<file path="config.mk">
export PLATFORM = sky130hd
export DESIGN_NAME = oam_dma_controller
export DESIGN_NICKNAME = d
export VERILOG_FILES = /design/src/rtl/oam_dma_controller.sv
export SDC_FILE = /design/constraint.sdc
export NUM_CORES = 1
export LEC_CHECK = 0
export BUFFER_PORTS_ARGS = -buffer_cell sky130_fd_sc_hd__buf_2
export CAP_MARGIN = 20
export CORE_MARGIN = 10
export CORE_UTILIZATION = 47
export CTS_CLUSTER_SIZE = 10
export DETAILED_ROUTE_END_ITERATION = 6
export HOLD_SLACK_MARGIN = 0.06
export PLACE_DENSITY = 0.76
export RECOVER_POWER = 50
export SYNTH_ARGS = -nofsm -noshare
export SYNTH_HDL_FRONTEND = slang
export SYNTH_SLANG_ARGS = --single-unit
</file>
<file path="constraint.sdc">
create_clock -name I_clock -period 1.9 [get_ports I_clock]
set_clock_uncertainty 0.2 [all_clocks]
set_input_delay 0.285 -clock I_clock [delete_from_list [all_inputs] [get_ports I_clock]]
set_output_delay 0.285 -clock I_clock [all_outputs]
set_load 0.01 [all_outputs]
</file>
<file path="src/rtl/oam_dma_controller.sv">
// Sprite OAM DMA sequencer: halts the core, copies one 256-byte page to the OAM port.
// Define OAM_DMA_PARITY_ALIGN_EN to insert the odd-cycle ALIGN tick.
module oam_dma_controller #(
  parameter logic [15:0] P_trigger_addr = 16'h4014,
  parameter logic [15:0] P_target_addr  = 16'h2004,
  parameter int          P_count_width  = 8
) (
  input  logic        I_clock,
  input  logic        I_reset,
  input  logic        I_tick,
  input  logic [15:0] I_host_addr,
  input  logic [7:0]  I_host_data,
  input  logic        I_host_wren,
  input  logic        I_host_rdwr,
  input  logic [7:0]  I_rd_data,
  output logic        O_halt,
  output logic        O_active,
  output logic [15:0] O_addr,
  output logic [7:0]  O_data,
  output logic        O_rdwr,
  output logic        O_busy
);

  typedef enum logic [2:0] {
    S_IDLE,
    S_HALT,
`ifdef OAM_DMA_PARITY_ALIGN_EN
    S_ALIGN,
`endif
    S_READ,
    S_WRITE
  } state_t;

  typedef logic [P_count_width-1:0] cnt_t;

  state_t     state;
  logic [7:0] page;
  cnt_t       count;
`ifdef OAM_DMA_PARITY_ALIGN_EN
  logic       parity;
`endif

  function automatic logic [15:0] src_addr(
    input logic [7:0] pg,
    input cnt_t       c
  );
    return {pg, 8'h00} + 16'(c);
  endfunction

  // O_data doubles as the read latch: it only reaches the bus in WRITE.
  always_ff @(posedge I_clock) begin
    if (!I_reset) begin
      state    <= S_IDLE;
      page     <= '0;
      count    <= '0;
`ifdef OAM_DMA_PARITY_ALIGN_EN
      parity   <= 1'b0;
`endif
      O_halt   <= 1'b0;
      O_active <= 1'b0;
      O_addr   <= '0;
      O_data   <= '0;
      O_rdwr   <= 1'b0;
      O_busy   <= 1'b0;
    end else if (I_tick) begin
`ifdef OAM_DMA_PARITY_ALIGN_EN
      parity <= ~parity;
`endif
      unique case (state)
        S_IDLE: begin
          if (I_host_wren &&
              I_host_addr == P_trigger_addr) begin
            page   <= I_host_data;
            count  <= '0;
            state  <= S_HALT;
            O_halt <= 1'b1;
            O_busy <= 1'b1;
          end
        end
        S_HALT: begin
          if (I_host_rdwr) begin
`ifdef OAM_DMA_PARITY_ALIGN_EN
            if (parity) begin
              state <= S_ALIGN;
            end else begin
              state    <= S_READ;
              O_active <= 1'b1;
              O_rdwr   <= 1'b1;
              O_addr   <= src_addr(page, count);
            end
`else
            state    <= S_READ;
            O_active <= 1'b1;
            O_rdwr   <= 1'b1;
            O_addr   <= src_addr(page, count);
`endif
          end
        end
`ifdef OAM_DMA_PARITY_ALIGN_EN
        S_ALIGN: begin
          state    <= S_READ;
          O_active <= 1'b1;
          O_rdwr   <= 1'b1;
          O_addr   <= src_addr(page, count);
        end
`endif
        S_READ: begin
          state  <= S_WRITE;
          O_data <= I_rd_data;
          O_rdwr <= 1'b0;
          O_addr <= P_target_addr;
        end
        S_WRITE: begin
          count <= count + 1'b1;
          if (count == '1) begin
            state    <= S_IDLE;
            O_halt   <= 1'b0;
            O_busy   <= 1'b0;
            O_active <= 1'b0;
            O_addr   <= '0;
            O_data   <= '0;
            O_rdwr   <= 1'b0;
          end else begin
            state  <= S_READ;
            O_data <= '0;
            O_rdwr <= 1'b1;
            O_addr <= src_addr(page, count + 1'b1);
          end
        end
        default: state <= S_IDLE;
      endcase
    end
  end

endmodule

</file>
==> impl_metrics.tcl <==
set metrics [dict create \
    place_inst 414 \
    p_leak_nw 1.14 \
    syn_to_final_growth_pct 32.4 \
    list_of_most_frequent_post_synthesis_cells "45 x sky130_fd_sc_hd__dfxtp_1, 26 x sky130_fd_sc_hd__a21oi_1, 25 x sky130_fd_sc_hd__o21ai_0" \
    ys_seq_area_share_pct 39.2 \
    netlist_top_cells_area "sky130_fd_sc_hd__dfxtp_1 39%, sky130_fd_sc_hd__a21oi_1 5.7%, sky130_fd_sc_hd__o21ai_0 5.4%, sky130_fd_sc_hd__nand3_1 3.5%, sky130_fd_sc_hd__a32o_1 3.1%" \
    grt_first_pass_wirelength_um 12000 \
    post_drt_wl_per_cell_um 17.0 \
    std_cell_rows 25 \
    count_of_yosys_warnings_during_synthesis 0 \
    die_area_um2 8080 \
    yosys.area_share.adder_pct 0.545 \
    io_buffers 64 \
    post_synth_and_or_nand_nor_area_fraction_pct 22.9 \
    io-pin-count 65 \
    period_needed_ps 1850 \
    synth_xor_area_share_pct 0.381 \
    globalRouteTotalUtil_pct 17.4 \
    cts-htree-levels 2 \
    first_global_vias 2384 \
    timing.hold.worst.class "primary input to flip-flop" \
    clock_tree_from_tritoncts "done" \
    globalRoute.totalOverflow 0 \
    worst_slew_pin_slew_ps 459 \
    final_antenna_net_count 0 \
    num-nets-final 400 \
    worstPathMaxFanout 3 \
    postLayoutCoreUtil_pct 64.4 \
    synth.most_common_cell "sky130_fd_sc_hd__dfxtp_1" \
    antenna_cells 0 \
    die_width_um 89.9 \
    power.ir.vdd_worst_mv 0.337 \
    synth-edff-count 0 \
    post_synth_instance_area_um2 2300 \
    finalSetupViolations 0 \
    postCtsSetupBuffers 0 \
    clk_latency_ps 310 \
    ys.flop_type "sky130_fd_sc_hd__dfxtp_1" \
    initial_utilization_pct 48.6 \
    timing.max_cap.violations 0 \
    fraction_of_layout_cells_with_a_size_suffix_above_1_pct 27.5 \
    totalWireLength_um 7330 \
    post_synth_inst_count 272 \
    synth_nets 310 \
    core_area_um2 4720 \
    finalCritPeriodShare_pct 97.3 \
    clock-root-buffer "sky130_fd_sc_hd__clkbuf_8" \
    synth_top_family_by_area "compound AO/OA/AOI/OAI gates" \
    synth-compound-area-share_pct 29.4 \
    max_buffers_root_to_sink 2 \
    dr.first_iter.drc_count 222 \
    routabilityCongestion 0.923 \
    syn-mean-instance-area_um2 8.44 \
    die_h_um 89.9 \
    hpwl_um 5230 \
    antenna_violations_before_repair 0 \
    critical_path_required_time_ps 1960 \
    tritoncts.num_buffers 5 \
    status "complete, no violations" \
    slew-limit-headroom_pct 69.3 \
    dr_total_vias 2524 \
    stdcell_count 430 \
    total_power_mw 1.73 \
    maxClockFrequency_ghz 0.541 \
    cp.arrival_ps 1910 \
    yosysUniqueCellTypes 62 \
    worst_setup_path_start_kind "flip-flop" \
    clk_transition_reported_paths_ps 100 \
    drv_slew 0 \
    largest_net_degree_at_the_start_of_global_routing 31 \
    timing_worst_setup_path_type "flip-flop to flip-flop" \
    final-hold-violation-count 0 \
    postSynth.asyncResetShare_pct 0 \
    clock_sinks 45 \
    vias_per_cell 5.87 \
    unrepaired_setup_endpoints_after_global_routing "no" \
    power_per_cell_area_nw_per_um2 568 \
    area_share_of_the_leading_cell_type_in_the_synthesized_netlist_pct 39.2 \
    drtPass1Iterations 5 \
    setup.worst_path.end_class "flip-flop" \
    post-route-drc-count 0 \
    synth.area.mux_share_pct 2.29 \
    yosys_register_bits 45 \
    synthDominantAreaCellType "sky130_fd_sc_hd__dfxtp_1" \
]
## flip-flops by register name (all words and copies together) (netlist names)
register / flops
state: 2
page: 8
O_active: 1
count: 8
O_data: 8
O_addr: 16
O_rdwr: 1
O_busy: 1
## final cells by class
cell class,count,area (um^2)
inverters,5,18.8
clock buffers,5,68.8
fillers,410,1680
repair buffers,106,638
flip-flops and latches,45,908
clock inverters,3,28.8
multi-input cells,199,1290
well taps,67,83.8
## path summary, 6_finish.rpt
check / endpoint / from / slack [ps] / cells after the start
worst max-delay path: count[7] / count[4] / 50 / 4
worst min-delay path: page[0] / I_host_data[0] / 60 / 3
worst max register to register: count[7] / count[4] / 50 / 4
worst min register to register: O_addr[2] / O_addr[2] / 260 / 2
## critical path: stages, from the launching register on
cell	delay [ps]
sky130_fd_sc_hd__dfxtp_2	360
sky130_fd_sc_hd__nand3_4	90
sky130_fd_sc_hd__or4_4	530
sky130_fd_sc_hd__or4_1	530
sky130_fd_sc_hd__nand3_1	90
## power by group
part	leakage, nW	total [mW]	internal [mW]	switching [mW]
Clock	0.0511	0.661	0.278	0.383
Combinational	0.724	0.117	0.0622	0.0547
Sequential	0.365	0.949	0.946	0.00387
## through the flow
step,setup WS (ps),setup TNS [ps],hold slack (ps),area (um^2)
floorplan,-0.0480,-0.336,236,2300
global placement,-12.4,-12.4,237,2880
detailed placement,-60.8,-416,245,2880
CTS,3.83,0,60.9,3060
global route,9.63,0,81.3,3040
finish,51.1,0,60.7,3040
## layer usage
layer	vias to the layer above	share of wire [%]	track usage, %
met1	1158	41	22.0
met3	19	8.5	4.99
li1	1225	-	-
met5	-	0	0
met2	122	47	27.2
met4	0	2.7	6.37
## layout by cell type, fill, tap and decap left out, types with 3 or more instances in the layout
master,n
sky130_fd_sc_hd__clkbuf_1,28
sky130_fd_sc_hd__nor3_1,4
sky130_fd_sc_hd__a31oi_1,9
sky130_fd_sc_hd__dfxtp_1,39
sky130_fd_sc_hd__o21ai_1,3
sky130_fd_sc_hd__nor4_1,3
sky130_fd_sc_hd__nand3_1,16
sky130_fd_sc_hd__dfxtp_2,6
sky130_fd_sc_hd__inv_1,5
sky130_fd_sc_hd__a32o_1,7
sky130_fd_sc_hd__buf_4,31
sky130_fd_sc_hd__a211oi_1,3
sky130_fd_sc_hd__mux2i_1,3
sky130_fd_sc_hd__nor2_1,16
sky130_fd_sc_hd__nand2_1,17
sky130_fd_sc_hd__a21oi_1,26
sky130_fd_sc_hd__o21ai_0,24
sky130_fd_sc_hd__clkbuf_8,5
sky130_fd_sc_hd__dlygate4sd3_1,7
sky130_fd_sc_hd__buf_2,37
sky130_fd_sc_hd__nor3b_1,8
## cells by family after synthesis
group / count (synthesis)
compound gates: 101
xor+xnor: 1
fa+ha+maj: 1
buf+inv: 28
flops: 45
mux: 5
simple gates: 91
## timing repair
| item | 4_1_cts | 5_1_grt |
|---|---|---|
| pin swaps | 1 | 1 |
| gates cloned | 0 | 1 |
| endpoints found under the hold margin | 7 | 0 |
| hold buffers | 7 | 0 |
| gates resized for setup | 2 | 10 |
| endpoints found under the setup margin | 7 | 9 |
Power figures use the tool's default switching activity.
